===== config.mk =====
export PLATFORM = sky130hd
export DESIGN_NAME = uart_avalon_master_bridge
export DESIGN_NICKNAME = d
export VERILOG_FILES = /design/src/rtl/uart_avalon_master_bridge.sv
export SDC_FILE = /design/constraint.sdc
export NUM_CORES = 1
export LEC_CHECK = 0
export ABC_AREA = 1
export BUFFER_PORTS_ARGS = -buffer_cell sky130_fd_sc_hd__buf_2
export CAP_MARGIN = 20
export CORE_UTILIZATION = 40
export CTS_CLUSTER_SIZE = 8
export DETAILED_ROUTE_END_ITERATION = 6
export PLACE_DENSITY_LB_ADDON = 0.15
export RECOVER_POWER = 25
export SLEW_MARGIN = 40
export SYNTH_ARGS = -nofsm -noshare
export SYNTH_HDL_FRONTEND = slang
export SYNTH_SLANG_ARGS = --single-unit

===== constraint.sdc =====
create_clock -name clock -period 19 [get_ports clock]
set_clock_uncertainty 0.1 [all_clocks]
set_input_delay 4.75 -clock clock [delete_from_list [all_inputs] [get_ports clock]]
set_output_delay 4.75 -clock clock [all_outputs]
set_load 0.005 [all_outputs]

===== src/rtl/uart_avalon_master_bridge.sv =====
// UART-to-Avalon-MM master bridge: 8N1 'W'/'R' byte commands in, one bus access and reply out.
// Optional waitrequest watchdog is compiled in with `define UART_BRIDGE_TIMEOUT_EN.
module uart_avalon_master_bridge #(
  parameter int CLKS_PER_BIT   = 434,
  parameter int READ_LATENCY   = 1,
  parameter int TIMEOUT_CYCLES = 1024
) (
  input  logic        clock,
  input  logic        reset,
  input  logic        uart_RXD,
  output logic        uart_TXD,
  output logic [31:0] avm_address,
  output logic [31:0] avm_writedata,
  input  logic [31:0] avm_readdata,
  output logic        avm_write,
  output logic        avm_read,
  input  logic        avm_waitrequest,
  output logic        busy,
  output logic [2:0]  dbg_state
);

  // Avalon handshake: a request (avm_read or avm_write) with address/data is held
  // constant while avm_waitrequest is high and completes on the first clock edge
  // where avm_waitrequest is low; read data is taken READ_LATENCY edges after that.

  localparam int CNT_W = $clog2(CLKS_PER_BIT + 1);
  localparam int LAT_W = $clog2(READ_LATENCY + 1);
  localparam logic [CNT_W-1:0] BIT_LAST  = CNT_W'(CLKS_PER_BIT - 1);
  localparam logic [CNT_W-1:0] HALF_LAST = CNT_W'(CLKS_PER_BIT / 2 - 1);
  localparam logic [LAT_W-1:0] LAT_LAST  = LAT_W'(READ_LATENCY - 1);

  typedef enum logic [2:0] {
    S_IDLE, S_ADDR, S_DATA, S_BUS_WR, S_BUS_RD, S_RD_WAIT, S_RESP
  } state_t;

  typedef enum logic [1:0] {R_IDLE, R_START, R_DATA, R_STOP} rx_state_t;
  typedef enum logic [1:0] {T_IDLE, T_START, T_DATA, T_STOP} tx_state_t;

  state_t            state;
  rx_state_t         rx_st;
  tx_state_t         tx_st;

  logic              rx_meta, rx_sync, rx_prev;
  logic [CNT_W-1:0]  rx_cnt;
  logic [2:0]        rx_bits;
  logic [7:0]        rx_shift;
  logic              rx_dv;

  logic [CNT_W-1:0]  tx_cnt;
  logic [2:0]        tx_bits;
  logic [7:0]        tx_shift;
  logic              tx_req;
  logic [7:0]        tx_byte;

  logic              is_write;
  logic [1:0]        byte_cnt;
  logic [LAT_W-1:0]  lat_cnt;
  logic [31:0]       resp_data;
  logic [2:0]        resp_len;
  logic [2:0]        resp_idx;

`ifdef UART_BRIDGE_TIMEOUT_EN
  localparam int TO_W = $clog2(TIMEOUT_CYCLES + 1);
  localparam logic [TO_W-1:0] TO_LAST = TO_W'(TIMEOUT_CYCLES - 1);
  logic [TO_W-1:0]   to_cnt;
`endif

  assign busy      = (state != S_IDLE);
  assign dbg_state = state;

  // RX engine: a frame starts only on a high-to-low transition of the synchronised line.
  always_ff @(posedge clock or posedge reset) begin
    if (reset) begin
      rx_meta  <= 1'b1;
      rx_sync  <= 1'b1;
      rx_prev  <= 1'b1;
      rx_st    <= R_IDLE;
      rx_cnt   <= '0;
      rx_bits  <= '0;
      rx_shift <= '0;
      rx_dv    <= 1'b0;
    end else begin
      rx_meta <= uart_RXD;
      rx_sync <= rx_meta;
      rx_prev <= rx_sync;
      rx_dv   <= 1'b0;
      case (rx_st)
        R_IDLE: begin
          rx_cnt  <= '0;
          rx_bits <= '0;
          if (rx_prev && !rx_sync) rx_st <= R_START;
        end
        R_START: begin
          if (rx_cnt == HALF_LAST) begin
            rx_cnt <= '0;
            rx_st  <= rx_sync ? R_IDLE : R_DATA;
          end else begin
            rx_cnt <= rx_cnt + 1'b1;
          end
        end
        R_DATA: begin
          if (rx_cnt == BIT_LAST) begin
            rx_cnt   <= '0;
            rx_shift <= {rx_sync, rx_shift[7:1]};
            if (rx_bits == 3'd7) rx_st <= R_STOP;
            else                 rx_bits <= rx_bits + 1'b1;
          end else begin
            rx_cnt <= rx_cnt + 1'b1;
          end
        end
        default: begin
          if (rx_cnt == BIT_LAST) begin
            rx_st <= R_IDLE;
            rx_dv <= rx_sync;
          end else begin
            rx_cnt <= rx_cnt + 1'b1;
          end
        end
      endcase
    end
  end

  always_ff @(posedge clock or posedge reset) begin
    if (reset) begin
      tx_st    <= T_IDLE;
      tx_cnt   <= '0;
      tx_bits  <= '0;
      tx_shift <= '0;
      uart_TXD <= 1'b1;
    end else begin
      case (tx_st)
        T_IDLE: begin
          tx_cnt  <= '0;
          tx_bits <= '0;
          if (tx_req) begin
            tx_shift <= tx_byte;
            uart_TXD <= 1'b0;
            tx_st    <= T_START;
          end
        end
        T_START: begin
          if (tx_cnt == BIT_LAST) begin
            tx_cnt   <= '0;
            uart_TXD <= tx_shift[0];
            tx_st    <= T_DATA;
          end else begin
            tx_cnt <= tx_cnt + 1'b1;
          end
        end
        T_DATA: begin
          if (tx_cnt == BIT_LAST) begin
            tx_cnt <= '0;
            if (tx_bits == 3'd7) begin
              uart_TXD <= 1'b1;
              tx_st    <= T_STOP;
            end else begin
              tx_bits  <= tx_bits + 1'b1;
              tx_shift <= {1'b0, tx_shift[7:1]};
              uart_TXD <= tx_shift[1];
            end
          end else begin
            tx_cnt <= tx_cnt + 1'b1;
          end
        end
        default: begin
          if (tx_cnt == BIT_LAST) tx_st <= T_IDLE;
          else                    tx_cnt <= tx_cnt + 1'b1;
        end
      endcase
    end
  end

  // Command FSM; received bytes are only consumed in IDLE/ADDR/DATA, so anything
  // arriving during the bus access or the reply is dropped.
  always_ff @(posedge clock or posedge reset) begin
    if (reset) begin
      state         <= S_IDLE;
      avm_address   <= '0;
      avm_writedata <= '0;
      avm_write     <= 1'b0;
      avm_read      <= 1'b0;
      is_write      <= 1'b0;
      byte_cnt      <= '0;
      lat_cnt       <= '0;
      resp_data     <= '0;
      resp_len      <= '0;
      resp_idx      <= '0;
      tx_req        <= 1'b0;
      tx_byte       <= '0;
`ifdef UART_BRIDGE_TIMEOUT_EN
      to_cnt        <= '0;
`endif
    end else begin
      tx_req <= 1'b0;
      case (state)
        S_IDLE: begin
          byte_cnt <= '0;
          if (rx_dv && (rx_shift == 8'h57 || rx_shift == 8'h52)) begin
            is_write <= (rx_shift == 8'h57);
            state    <= S_ADDR;
          end
        end
        S_ADDR: begin
          if (rx_dv) begin
            avm_address <= {rx_shift, avm_address[31:8]};
            byte_cnt    <= byte_cnt + 1'b1;
            if (byte_cnt == 2'd3) begin
`ifdef UART_BRIDGE_TIMEOUT_EN
              to_cnt <= '0;
`endif
              if (is_write) begin
                state <= S_DATA;
              end else begin
                avm_read <= 1'b1;
                state    <= S_BUS_RD;
              end
            end
          end
        end
        S_DATA: begin
          if (rx_dv) begin
            avm_writedata <= {rx_shift, avm_writedata[31:8]};
            byte_cnt      <= byte_cnt + 1'b1;
            if (byte_cnt == 2'd3) begin
              avm_write <= 1'b1;
              state     <= S_BUS_WR;
            end
          end
        end
        S_BUS_WR: begin
          if (!avm_waitrequest) begin
            avm_write <= 1'b0;
            resp_data <= 32'h0000_004B;
            resp_len  <= 3'd1;
            resp_idx  <= '0;
            state     <= S_RESP;
          end
`ifdef UART_BRIDGE_TIMEOUT_EN
          else if (to_cnt == TO_LAST) begin
            avm_write <= 1'b0;
            resp_data <= 32'h0000_00EE;
            resp_len  <= 3'd1;
            resp_idx  <= '0;
            state     <= S_RESP;
          end else begin
            to_cnt <= to_cnt + 1'b1;
          end
`endif
        end
        S_BUS_RD: begin
          if (!avm_waitrequest) begin
            avm_read <= 1'b0;
            lat_cnt  <= '0;
            state    <= S_RD_WAIT;
          end
`ifdef UART_BRIDGE_TIMEOUT_EN
          else if (to_cnt == TO_LAST) begin
            avm_read  <= 1'b0;
            resp_data <= 32'h0000_00EE;
            resp_len  <= 3'd1;
            resp_idx  <= '0;
            state     <= S_RESP;
          end else begin
            to_cnt <= to_cnt + 1'b1;
          end
`endif
        end
        S_RD_WAIT: begin
          if (lat_cnt == LAT_LAST) begin
            resp_data <= avm_readdata;
            resp_len  <= 3'd4;
            resp_idx  <= '0;
            state     <= S_RESP;
          end else begin
            lat_cnt <= lat_cnt + 1'b1;
          end
        end
        default: begin
          // tx_req is checked so a byte is never issued twice before the TX engine leaves idle.
          if (!tx_req && tx_st == T_IDLE) begin
            if (resp_idx == resp_len) begin
              state <= S_IDLE;
            end else begin
              tx_req    <= 1'b1;
              tx_byte   <= resp_data[7:0];
              resp_data <= {8'h00, resp_data[31:8]};
              resp_idx  <= resp_idx + 1'b1;
            end
          end
        end
      endcase
    end
  end

endmodule

==> reports/results.txt, run 1 <==
Comb pwr share: 0.072
dpl cell area: 0.00847 mm²
Sw Ratio: 0.247
Post-DP HPWL: 10.3 mm
Fin Setup TNS: 0 ns
Fmax: 153 MHz
TritonCTS clock tree: built
vias in the first global route: 5491
Max FO, Critical Path: 10
met2 wire len: 6.87 mm
fraction of registers with async set or reset after synthesis: 1.00
# H-tree levels: 4
Initial Util: 0.412
EDFF count, synth: 0
clock latency on the worst-skew pair: 0.42 ns
Worst slew margin: -0.246
Worst Setup Start Kind: register
Fin. Hold Viols: 0
Clock Sinks: 167
Max Root-Sink Buffers: 2
Worst R2R Setup Slack: 15.76 ns
Port Buffers: 106
CTS root buf: clkbuf_16
fin nets: 1032
FF+latch area: 0.00418 mm²
Via density: 4.60
met1 wire length: 7.69 mm
RSZ-0062 raised after global routing: false
Die ar.: 0.0200 mm²
Data arrival, critical path: 1.69 ns
Setup-failing EPs final: 0
crit share post-route: 0.344
CP required: 14.15 ns
Residual DRC: 0
postcts setup bufs: 0
Placed Instances: 1217
failing checks: capacitance limit, slew limit
share of power burned in registers: 0.492
1st-iter DRT viols: 287
synthesis-to-finish area growth: 15.2%
R2R Path End: avm_address[17]
Netlist cell types: 38
maximum VDD drop: 0.0666 mV
total track usage: 0.161
status: complete, but fails checks
final WL: 15.1 mm
hold_sp: rx_meta
Hold Path Sink: rx_sync
Finished Cell Area: 0.00896 mm²
Multi-input gate area: 0.00300 mm²
Net Count, Synth: 935
Layout fillers: 1894
Worst Setup End Kind: primary output
DR top layer: met4
Crit Path Category: reg -> out
LEAKAGE: 4.86 nW
Non-Filler Instances: 1248
GR Overflow Total: 0
met3 routed WL: 467 µm
Vias: 5736
min-delay worst type: reg -> reg
reg2reg path depth: 6
I/O pins: 107
routability cong.: 0.825
Hold Path Stages: 0
initial antenna violation count: 0
Clock Pin Slew Worst Setup and Hold Paths: 0.06 ns
first-pass GRT wire length: 25.9 mm
P per Cell Area: 82.8 mW/mm²
synthesis-stage register bit count: 167
clock power share: 0.436
Final Max Slew Viols: 99
dominant synthesized flop cell: dfrtp_1
Ys Warns: 0
Syn Inst Count: 879
antenna viol nets, final: 0
Seq/Total Area, Yosys: 0.538
n_diodes: 0
die height: 141 µm
drt wl/cell: 12.1 µm
Sw Pwr: 183 µW
max-cap violations: 2
internal power: 558 µW
reg2reg start: dbg_state[1]
minimum clock period: 6.54 ns
layout cells sized above 1: 0.193
core area: 0.0189 mm²
synthesized area: 0.00778 mm²
# hold bufs at CTS: 0
total CTS buffers: 17
Mapped Avg Cell Area: 8.85 µm²
CTS resizes: 0
die width: 141 µm
largest net degree at the start of global routing: 104
Worst Tran Pin Value: 1.86 ns
Cell Rows: 50
TritonRoute pass-1 iters: 4
-- flip-flops by register name (all words and copies together), names as in the netlist, 8 cells and up --
signal	cells
rx_cnt	9
resp_data	32
rx_shift	8
tx_cnt	9
tx_shift	8
avm_writedata	32
avm_address	32
tx_byte	8
-- stage by stage --
step / utilization / setup slack [ns] / power, mW / hold WS [ns]
final: 0.474 / 12.46 / 0.741 / 0.261
after global routing: 0.474 / 12.34 / 0.775 / 0.266
after CTS: 0.478 / 12.40 / 0.753 / 0.256
after detailed placement: 0.449 / 12.59 / 0.427 / 0.247
after global placement: 0.448 / 12.42 / 0.427 / 0.247
after floorplan: - / 9.64 / 0.411 / 0.245
-- cell families after synthesis --
family,share of synthesized area
flops,0.538
buf+inv,0.0690
compound gates,0.0758
fa+ha+maj,0.0322
simple gates,0.230
mux,0.0463
xor+xnor,0.00901
-- placed cells by master, fill, tap and decap left out, types with 2 or more instances in the layout --
cell and instances:
nand2_1 315, nand3_1 28, clkbuf_16 17, dfrtp_1 163, o22ai_1 5, ha_1 20
o21ai_2 2, buf_2 106, o21ai_0 74, inv_1 81, a21oi_1 17, clkinvlp_4 4
nand4_1 7, xor2_1 6, inv_6 5, nor3_2 3, dfstp_2 3, xnor2_1 2
o21ai_1 6, nor3_1 8, nor2_2 2, clkbuf_1 2, clkinv_4 4, nor2_1 56
nand3b_1 2, mux2_2 32
-- cell usage after synthesis (4+ instances only) --
cell       n  share of area
dfstp_2    4          0.014
o21ai_2    9          0.010
o22ai_1    5         0.0040
buf_6      5         0.0072
nand3_1   28          0.018
buf_2     15         0.0097
xor2_1     6         0.0068
o21ai_1    6         0.0039
nor3_2     4         0.0051
nor3_1     7         0.0045
buf_4      7         0.0068
nor2_1    54          0.026
dfrtp_1  163           0.52
o21ai_0   67          0.043
nand4_1    7         0.0056
nand2_2    5         0.0040
inv_1     81          0.039
ha_1      20          0.032
a21oi_1   17          0.011
mux2_2    32          0.046
nand2_1  310           0.15
-- per-layer routing --
metal,global-route usage,vias to the layer above
li1,-,2981
met1,0.226,2658
met2,0.249,89
met3,0.0334,8
met4,0.0526,0
met5,0,-
-- final cells by class --
| class | instances | share of cell area |
|---|---|---|
| well taps | 260 | 0.0363 |
| inverters | 87 | 0.0388 |
| multi-input cells | 595 | 0.335 |
| clock buffers | 18 | 0.0479 |
| repair buffers | 108 | 0.0609 |
| flip-flops and latches | 167 | 0.467 |
| clock inverters | 13 | 0.0141 |
-- power groups by stage --
stage / Clock (mW) / Sequential (mW) / Combinational [mW]
after floorplan: 0 / 0.370 / 0.0407
after global placement: 0 / 0.371 / 0.0553
after detailed placement: 0 / 0.371 / 0.0553
after CTS: 0.333 / 0.365 / 0.0556
after global routing: 0.347 / 0.365 / 0.0628
final: 0.323 / 0.365 / 0.0533
-- worst max-delay path, cell delays in order, from the launching register on --
cell	delay, ns
dfrtp_1	0.51
nor2_1	0.27
inv_1	0.12
nor2_1	0.14
inv_1	0.09
buf_2	0.14
-- worst max-delay path by stage --
stage | start | to | slack (ns) | depth (start not counted)
2_1_floorplan | reset | avm_address[0] | 9.64 | 1
3_3_place_gp | reset | dbg_state[0] | 12.42 | 3
3_5_place_dp | reset | tx_byte[1] | 12.59 | 3
4_1_cts | dbg_state[0] | busy | 12.40 | 5
5_1_grt | dbg_state[1] | busy | 12.34 | 5
6_report | dbg_state[1] | busy | 12.46 | 5
(Power assumes the default switching activity.)
==> run 2: changes to the inputs <==
--- a/config.mk
+++ b/config.mk
@@ -5,7 +5,7 @@
 export SDC_FILE = /design/constraint.sdc
 export NUM_CORES = 1
 export LEC_CHECK = 0
-export ABC_AREA = 1
+export ABC_AREA = 0
 export BUFFER_PORTS_ARGS = -buffer_cell sky130_fd_sc_hd__buf_2
 export CAP_MARGIN = 20
 export CORE_UTILIZATION = 40
==> constraint.sdc (replaced) <==
create_clock -name clock -period 5.9 [get_ports clock]
set_clock_uncertainty 0.1 [all_clocks]
set_input_delay 1.475 -clock clock [delete_from_list [all_inputs] [get_ports clock]]
set_output_delay 1.475 -clock clock [all_outputs]
set_load 0.005 [all_outputs]
==> run 2 against run 1 <==
The flow finishes with violations (DRC, capacitance limit, slew limit). Hold slack better by 0.0027 ns. Synthesized area is 4.2% lower. Clock power grew to 3.4 times the previous value. Sequential share of layout area is 1.1 points higher. Count of clock-buffer cells in the layout is 1 lower. Sequential cell count stayed put. Global-route usage is 1.2 points higher. Synthesized cell count is 30% lower. Via count is 12% lower. Die area is 4.2% lower. Power grew to 3.3 times the previous value. Critical endpoint is now avm_writedata[0]. Highest routed layer is now met5.
==> reports/results.txt, run 2 <==
status: complete, but fails checks
failing checks: DRC, capacitance limit, slew limit
Hold Path Stages: 0
top flop regs: avm_address (32), avm_writedata (32), resp_data (32)
Port Buffers: 106
postcts setup bufs: 0
Vias: 5033
I/O pins: 107
main combinational cell family by area after synthesis: multiplexers
CTS resizes: 0
top-area cell type share of the netlist area: 0.547
Via density: 5.24
Cell Chain, Critical Path: buf_2, clkinvlp_2, buf_12, clkbuf_2
die width: 138 µm
Syn Inst Count: 615
Layout fillers: 1642
Mapped Avg Cell Area: 12.1 µm²
CP max stage cell: clkbuf_2
commonest non-fill, non-tap cell in the layout: dfrtp_1
synthesis-stage register bit count: 167
Data arrival, critical path: 3.89 ns
commonest non-fill, non-tap cells in the layout: dfrtp_1 (163), buf_2 (105), mux2_2 (95)
layout cells sized above 1: 0.345
core area: 0.0181 mm²
Finished Cell Area: 0.00875 mm²
vias in the first global route: 5204
Post-DP HPWL: 10.4 mm
die height: 138 µm
P per Cell Area: 279 mW/mm²
Fin Setup TNS: 0 ns
Post-Synth Simple-Gate Area: 0.111
Die ar.: 0.0192 mm²
total track usage: 0.172
clock latency on the worst-skew pair: 0.43 ns
Max Root-Sink Buffers: 2
dominant cell type by area after synthesis: dfrtp_1
GR Overflow Total: 0
Multi-input gate area: 0.00305 mm²
crit share post-route: 0.675
LEAKAGE: 4.38 nW
final WL: 15.4 mm
drt wl/cell: 16.1 µm
hold_sp: rx_meta
routability cong.: 0.765
Max FO, Critical Path: 104
Clock Sinks: 167
cell with the most instances after synthesis: dfrtp_1
max-cap violations: 1
# H-tree levels: 4
mux cell area share after synthesis: 0.146
largest net degree at the start of global routing: 105
Worst Setup End Kind: async pin
top cells by count, synth: dfrtp_1 (163), mux2_2 (95), nor2_1 (74), nand2_1 (30), o21ai_0 (21)
Final Max Slew Viols: 105
Cell Rows: 49
total CTS buffers: 17
TritonRoute pass-1 iters: 6
CP required: 5.80 ns
Worst slew margin: -0.686
GRT Max-Usage Layer: met2
met3 Usage GRT: 0.0454
synthesis-to-finish area growth: 17.4%
WP buf/inv: 4
first-pass GRT wire length: 26.5 mm
fin nets: 774
Fin. Hold Viols: 0
post-synthesis compound-gate area fraction: 0.0972
Worst Setup Start Kind: input port
RSZ-0062 raised after global routing: false
Ys Warns: 0
Hold Path Sink: rx_sync
grt met2 use: 0.289
antenna viol nets, final: 0
Worst Tran Pin Value: 2.53 ns
post-synthesis xor/xnor area fraction: 0.0212
hold_ws: 0.263 ns
# hold bufs at CTS: 0
Initial Util: 0.412
dpl cell area: 0.00821 mm²
Netlist cell types: 63
1st-iter DRT viols: 310
Crit Path Category: in -> async
CTS root buf: clkbuf_16
n_diodes: 0
min-delay worst type: reg -> reg
Setup-failing EPs final: 0
maximum VDD drop: 0.202 mV
synthesized area: 0.00745 mm²
Net Count, Synth: 671
EDFF count, synth: 0
reg2reg start: tx_st[0]
R2R Path End: resp_data[5]
dominant synthesized flop cell: dfrtp_1
FF+latch area: 0.00418 mm²
fraction of registers with async set or reset after synthesis: 1.00
reg2reg path depth: 8
minimum clock period: 3.98 ns
TritonCTS clock tree: built
Fmax: 251 MHz
Seq/Total Area, Yosys: 0.562
Synth area leaders: dfrtp_1 (55%), mux2_2 (14%), nor2_1 (3.7%)
met1 Track Usage GR: 0.219
Residual DRC: 4
Clock Pin Slew Worst Setup and Hold Paths: 0.07 ns
Crit path max-delay family: buffers and inverters
Worst R2R Setup Slack: 3.06 ns
Synth Area in Adders: 0.0349
CP max stage delay: 1.80 ns
initial antenna violation count: 1
[run 2: final cells by class]
type | count | area share
sequential | 167 | 0.478
inverter | 18 | 0.00787
timing repair buffer | 111 | 0.0655
tap | 229 | 0.0328
clock inverter | 15 | 0.0179
clock buffer | 17 | 0.0486
multi-input combinational | 403 | 0.349
[run 2: worst max-delay path by stage]
stage / from / to / slack [ns] / cells after the start
after floorplan: reset / avm_address[0] / 2.20 / 1
after global placement: avm_waitrequest / resp_data[0] / 2.57 / 5
after detailed placement: avm_waitrequest / resp_data[4] / 2.81 / 6
after CTS: dbg_state[0] / busy / 2.55 / 2
after global routing: reset / avm_writedata[23] / 1.31 / 4
final: reset / avm_writedata[0] / 1.92 / 4
[run 2: kinds of logic (layout without fill, tap and decap cells)]
family                     after synthesis  count (layout)
adders and majority gates               21              21
and+or+nand+nor                        167             167
buffers and inverters                   45             161
muxes                                   97              97
DFF                                    167             167
xor gates and xnor gates                18              18
AOI/OAI and AO/OA                      100             100
[run 2: per-layer routing]
metal  vias up  wire length (µm)
met5         -                13
met4         2               142
met3        13               505
met2        70              7930
met1      2544              6840
li1       2404                 -
[run 2: stage by stage]
step / worst slack (ns) / power (mW) / cells / util
after detailed placement: 2.81 / 1.39 / 928 / 0.454
after global routing: 1.31 / 2.55 / 960 / 0.484
final: 1.92 / 2.44 / 960 / 0.484
after floorplan: 2.20 / 1.33 / 615 / -
after global placement: 2.57 / 1.37 / 927 / 0.453
after CTS: 2.55 / 2.48 / 960 / 0.486
[run 2: worst reg2reg max path, cell delays in order (launching register included)]
cell and delay (ns):
dfrtp_1 0.40, inv_1 0.08, ha_1 0.32, and2b_1 0.29, o311ai_0 0.13, clkbuf_1 0.50
nand2_1 0.57, nor2_1 0.26, nor2_1 0.07
[run 2: report_power, final]
part	total (mW)	switching [mW]	internal [mW]
combinational	0.177	0.114	0.0625
clock	1.09	0.519	0.566
sequential	1.18	0.0200	1.16
total	2.44	0.653	1.79
